$ cat src/rtl/crc_stream_pkg.sv
// Shared types, presets and helpers for the streaming CRC engine.
package crc_stream_pkg;

    typedef enum logic [1:0] {
        IDLE,
        RUN,
        DONE
    } state_t;

    typedef struct packed {
        logic [31:0] poly;
        logic [31:0] init;
        logic [31:0] xorout;
        logic        refin;
        logic        refout;
        logic [31:0] residue;
    } crc_preset_t;

    localparam crc_preset_t CRC16_BUYPASS = '{
        poly: 32'h8005, init: 32'h0, xorout: 32'h0,
        refin: 1'b0, refout: 1'b0, residue: 32'h0
    };

    localparam crc_preset_t CRC16_ARC = '{
        poly: 32'h8005, init: 32'h0, xorout: 32'h0,
        refin: 1'b1, refout: 1'b1, residue: 32'h0
    };

    localparam crc_preset_t CRC16_CCITT_FALSE = '{
        poly: 32'h1021, init: 32'hFFFF, xorout: 32'h0,
        refin: 1'b0, refout: 1'b0, residue: 32'h0
    };

    localparam crc_preset_t CRC32 = '{
        poly: 32'h04C11DB7, init: 32'hFFFFFFFF, xorout: 32'hFFFFFFFF,
        refin: 1'b1, refout: 1'b1, residue: 32'hC704DD7B
    };

    // Reverse the low w bits of v; result is right-justified.
    function automatic logic [31:0] bitrev(
        input logic [31:0] v,
        input int unsigned w
    );
        logic [31:0] t;
        t = {<<{v}};
        return t >> (32 - w);
    endfunction

endpackage

$ cat src/rtl/crc_byte_step.sv
// Combinational single-byte CRC update, MSB-first bit-serial form.
module crc_byte_step
    import crc_stream_pkg::*;
#(
    parameter int              CRC_W = 16,
    parameter logic [CRC_W-1:0] POLY = '0,
    parameter bit              REFIN = 1'b0
) (
    input  logic [CRC_W-1:0] reg_in,
    input  logic [7:0]       data,
    input  logic             enable,
    output logic [CRC_W-1:0] reg_out
);

    logic [7:0]       b;
    logic [CRC_W-1:0] r;
    logic             fb;

    always_comb begin
        b  = REFIN ? 8'(bitrev(32'(data), 8)) : data;
        r  = reg_in;
        fb = 1'b0;
        for (int i = 7; i >= 0; i--) begin
            fb = r[CRC_W-1] ^ b[i];
            r  = (r << 1) ^ (fb ? POLY : '0);
        end
        reg_out = enable ? r : reg_in;
    end

endmodule

$ cat src/rtl/crc_stream_engine.sv
// Streaming CRC generator/checker with frame delimiting and result handshake.
module crc_stream_engine
    import crc_stream_pkg::*;
#(
    parameter int          CRC_W   = 16,
    parameter logic [31:0] POLY    = 32'h8005,
    parameter logic [31:0] INIT    = 32'h0,
    parameter logic [31:0] XOROUT  = 32'h0,
    parameter bit          REFIN   = 1'b0,
    parameter bit          REFOUT  = 1'b0,
    parameter int          DATA_W  = 8,
    parameter logic [31:0] RESIDUE = 32'h0
) (
    input  logic                clk,
    input  logic                rst,
    input  logic                in_valid,
    output logic                in_ready,
    input  logic [DATA_W-1:0]   in_data,
    input  logic [DATA_W/8-1:0] in_keep,
    input  logic                in_sof,
    input  logic                in_last,
    input  logic                abort,
    output logic                out_valid,
    input  logic                out_ready,
    output logic [CRC_W-1:0]    out_crc,
    output logic                out_ok,
    output logic                err_proto
);

    localparam int LANES = DATA_W / 8;
    localparam logic [CRC_W-1:0] POLY_W = POLY[CRC_W-1:0];
    localparam logic [CRC_W-1:0] INIT_W = INIT[CRC_W-1:0];
    localparam logic [CRC_W-1:0] XOR_W  = XOROUT[CRC_W-1:0];
    localparam logic [CRC_W-1:0] RES_W  = RESIDUE[CRC_W-1:0];

    state_t           state_q, state_d;
    logic [CRC_W-1:0] crc_q, crc_d;
    logic [CRC_W-1:0] out_crc_q, out_crc_d;
    logic             out_ok_q, out_ok_d;
    logic             err_q, err_d;

    logic             accept;
    logic [LANES-1:0] lane_en;
    logic [CRC_W-1:0] chain [LANES+1];
    logic [CRC_W-1:0] nxt;
    logic [CRC_W-1:0] fin;

    assign in_ready  = (state_q != DONE);
    assign out_valid = (state_q == DONE);
    assign out_crc   = out_crc_q;
    assign out_ok    = out_ok_q;
    assign err_proto = err_q;
    assign accept    = in_valid && in_ready;

    // Keep only trims the tail of the frame.
    assign lane_en  = in_last ? in_keep : '1;
    assign chain[0] = in_sof ? INIT_W : crc_q;

    for (genvar g = 0; g < LANES; g++) begin : g_lane
        crc_byte_step #(
            .CRC_W(CRC_W),
            .POLY (POLY_W),
            .REFIN(REFIN)
        ) u_step (
            .reg_in (chain[g]),
            .data   (in_data[8*g +: 8]),
            .enable (lane_en[g]),
            .reg_out(chain[g+1])
        );
    end

    assign nxt = chain[LANES];
    assign fin = (REFOUT ? CRC_W'(bitrev(32'(nxt), CRC_W)) : nxt) ^ XOR_W;

    always_comb begin
        state_d   = state_q;
        crc_d     = crc_q;
        out_crc_d = out_crc_q;
        out_ok_d  = out_ok_q;
        err_d     = 1'b0;
        if (abort) begin
            state_d = IDLE;
            crc_d   = INIT_W;
        end else begin
            case (state_q)
                IDLE, RUN: begin
                    if (accept) begin
                        if (!in_sof && state_q == IDLE) begin
                            err_d = 1'b1;
                        end else begin
                            err_d = in_sof && (state_q == RUN);
                            crc_d = nxt;
                            if (in_last) begin
                                state_d   = DONE;
                                out_crc_d = fin;
                                out_ok_d  = (nxt == RES_W);
                            end else begin
                                state_d = RUN;
                            end
                        end
                    end
                end
                DONE: begin
                    if (out_ready) begin
                        state_d = IDLE;
                        crc_d   = INIT_W;
                    end
                end
                default: begin
                    state_d = IDLE;
                    crc_d   = INIT_W;
                end
            endcase
        end
    end

    always_ff @(posedge clk or posedge rst) begin
        if (rst) begin
            state_q   <= IDLE;
            crc_q     <= INIT_W;
            out_crc_q <= '0;
            out_ok_q  <= 1'b0;
            err_q     <= 1'b0;
        end else begin
            state_q   <= state_d;
            crc_q     <= crc_d;
            out_crc_q <= out_crc_d;
            out_ok_q  <= out_ok_d;
            err_q     <= err_d;
        end
    end

endmodule

$ cat config.mk
export PLATFORM = sky130hd
export DESIGN_NAME = crc_stream_engine
export DESIGN_NICKNAME = d
export VERILOG_FILES = /design/src/rtl/crc_stream_pkg.sv /design/src/rtl/crc_byte_step.sv /design/src/rtl/crc_stream_engine.sv
export SDC_FILE = /design/constraint.sdc
export NUM_CORES = 1
export LEC_CHECK = 0
export BUFFER_PORTS_ARGS = -buffer_cell sky130_fd_sc_hd__buf_4
export CORE_MARGIN = 5
export CORE_UTILIZATION = 44
export CTS_CLUSTER_SIZE = 8
export DETAILED_ROUTE_END_ITERATION = 7
export PLACE_DENSITY_LB_ADDON = 0.08
export SLEW_MARGIN = 25
export SYNTH_ARGS = -nofsm -noshare
export SYNTH_HDL_FRONTEND = slang
export SYNTH_HIERARCHICAL = 1
export SYNTH_SLANG_ARGS = --single-unit
export TNS_END_PERCENT = 20
$ cat constraint.sdc
create_clock -name clk -period 2.75 [get_ports clk]
set_input_delay 0.1375 -clock clk [delete_from_list [all_inputs] [get_ports clk]]
set_output_delay 0.1375 -clock clk [all_outputs]
set_load 0.01 [all_outputs]
==> metrics.txt <==
Setup crit start=crc_q[11]; routed vias=approximately 1,300; top post-synthesis cells by area=dfrtp_1 (45%), mux2_2 (13%), xnor2_1 (6.2%); warnings from Yosys=6; status=completed; Detail Route Antenna Nets=0; H-tree depth=2; origin of the worst min-delay path=out_ready; Max stage delay cell, worst path=xor3_2; final hold vios=0; crit-path max cell delay=between 500 and 600 ps; sequential share of the synthesized area=between 40 and 50%; CTS clk-pin slew, worst paths=around 70 ps; drt drc=0; CP arrival=~2800 ps; ys flop type=dfrtp_1; worst r2r src=crc_q[11]; Vert. Die Dim=77.1 um; Slew Viols, Final=0; startpoint types=flop; R2R cell count=9; RR Endpoint=out_ok; GRT Overall Usage=between 10% and 20%; Min Clock Period, post-route=2600 ps; nets@finish=around 220; io pins=36; vias in the first global route=roughly 1,500; WL/cell=17.4 um; Initial Utilization=45.5%; CP Capture Type=flop; Synth-to-Final Area Change=21.2%; top-count cell post-synth=dfrtp_1; grt ovf=0; Synth cell types=31; Core Rows=24; P per Cell Area=652 mW/mm^2; Post-Syn Nets=177; synthesized flop and latch total=36; final instance area=~0.0024 mm^2; EDFF count, synth=0; Final Power=1.57 mW; Iteration-0 DRC Markers=60; port bufs=35; final setup violation count=0; Worst-Margin Slew=856 ps; clock skew=~5 ps; Final Wtd Congestion=~0.9; Worst R2R Setup Slack=approximately 150 ps; CTS Buffer Depth=2; Max Fclk=384 MHz; core area=about 0.0044 mm^2; syn_area_per_cell=around 12 um^2; Pleak=~1.2 nW; final wirelength=around 4400 um; initial antenna violation count=0; Area after DPL=0.00228 mm^2; Clock Latency Late Sink=290 ps; number of diodes=0; CP cell instances=nor2b_1, xnor2_1, xnor2_1, xor3_2, xnor3_1, mux2i_1, nor4_2, nand4_1, mux2i_1; root buf cell=clkbuf_8; Worst Setup EP=out_ok; largest net degree at the start of global routing=37; ys async rst share=100%; Slew headroom=~43%; Non-Filler Instances=between 200 and 300; Max Cap Viol=0; worst-path maximum fanout=3; DP Cell Count=about 240; area leader, netlist=dfrtp_1; Data required, critical path=2950 ps; WHS=roughly 42 ps; Post-Route Setup TNS=0 ps; final critical-path share of the clock period=94.7%; CP Class=reg -> reg; vias per inst=5.31; first-pass GRT wire length=~7500 um; TritonCTS clock tree=done; post-DP HPWL=3080 um; Die W=just under 80 um; cells after synthesis=around 160; clk sinks=36; clock buffer count from CTS=5; Commonest cells post-synth=dfrtp_1 (36), mux2_2 (23), xnor2_1 (14), a22o_2 (10), nor2b_1 (9); Hold Path Class=in -> reg; die area=between 0.005 and 0.006 mm^2; share of layout cells above drive strength 1=47.0%; Peak VDD IR=0.000255 V; share of the synthesized area in the top cell type=between 40% and 50%; Synth Cell Area=about 0.002 mm^2; DRT Pass-1 Iters=4
[cells in the final DEF (no fill, tap or decap)]
master          n
nor4_2          1
inv_1           6
xnor3_1         2
clkbuf_8        5
xor3_2          1
nor4_1          3
a311oi_4        1
nor3b_2         1
dfrtp_1        36
and2_2          1
nor2_1          8
or2_4           1
nor2b_1         9
nand2b_1        2
bufinv_16       1
xor2_1          2
nand4_1         1
mux2i_1         2
buf_4          38
clkinv_2        1
a22o_2         10
clkbuf_1        1
nand3_2         1
a22o_1          7
dlygate4sd3_1   1
nand2_1         1
xnor2_2         1
xor2_2          1
o21a_1          1
o31ai_1         1
xnor2_1        14
mux2_2         23
a21oi_1         8
and2b_2         7
a21boi_0        1
[timing repair]
| action | CTS | global route |
|---|---|---|
| gates resized for setup | 0 | 1 |
| buffers inserted | 0 | 0 |
| hold endpoints to repair | 36 | 0 |
| hold buffers | 1 | 0 |
| endpoints found under the setup margin | 0 | 1 |
[report_power, final]
part | internal, mW | total [mW] | switching (mW)
logic | 0.246 | 0.456 | 0.210
clock network | 0.269 | 0.458 | 0.189
registers | 0.610 | 0.653 | 0.0423
total | 1.13 | 1.57 | 0.442
[worst min path at each step]
| stage | endpoint | slack, ps | cells after the start |
|---|---|---|---|
| CTS | state_q[1] | 30 | 2 |
| finish | state_q[1] | 40 | 2 |
| global route | state_q[1] | 30 | 2 |
| detailed placement | out_crc[12] | 290 | 3 |
| global placement | out_crc[12] | 270 | 3 |
| floorplan | state_q[1] | 240 | 1 |
[layout make-up]
type	instances	area (um^2)
clock buffers	6	72.6
clock inverters	2	35.0
fillers	383	1950
inverters	6	22.5
multi-input cells	111	1010
flip-flops and latches	36	901
well taps	52	65.1
repair buffers	39	295
[per-layer routing]
| metal | GRT usage [%] | part of all wire [%] |
|---|---|---|
| met4 | 4.64 | 1.2 |
| met2 | 25.3 | 48 |
| met1 | 20.0 | 46 |
| met5 | 0 | 0 |
| met3 | 5.04 | 4.4 |
[sequential cells by signal, summed over array words and instances, names as in the netlist]
name	cells
state_q	2
out_crc	16
out_ok	1
crc_q	16
err_proto	1
[through the flow]
stage | worst slack (ps) | util, %
floorplan | 462 | -
global placement | 255 | 52.4
detailed placement | 187 | 52.4
CTS | 147 | 55.1
global route | -21.2 | 55.2
finish | 146 | 55.2
[critical path: cells and delay by family, from the launching register on]
| family | cells | cell delay [ps] |
|---|---|---|
| AND/OR/NAND/NOR | 3 | 640 |
| XOR/XNOR | 4 | 1230 |
| multiplexers | 2 | 260 |
| flip-flops | 1 | 380 |
[cells by family after synthesis]
kind of cell           count (synthesis)  synth area share, %
AO/OA/AOI/OAI                         29                 12.6
XOR/XNOR                              21                 12.2
buffers and inverters                 14                 3.85
flip-flops                            36                 45.4
multiplexers                          25                 14.1
AND/OR/NAND/NOR                       36                 11.8
(Power assumes the default switching activity.)
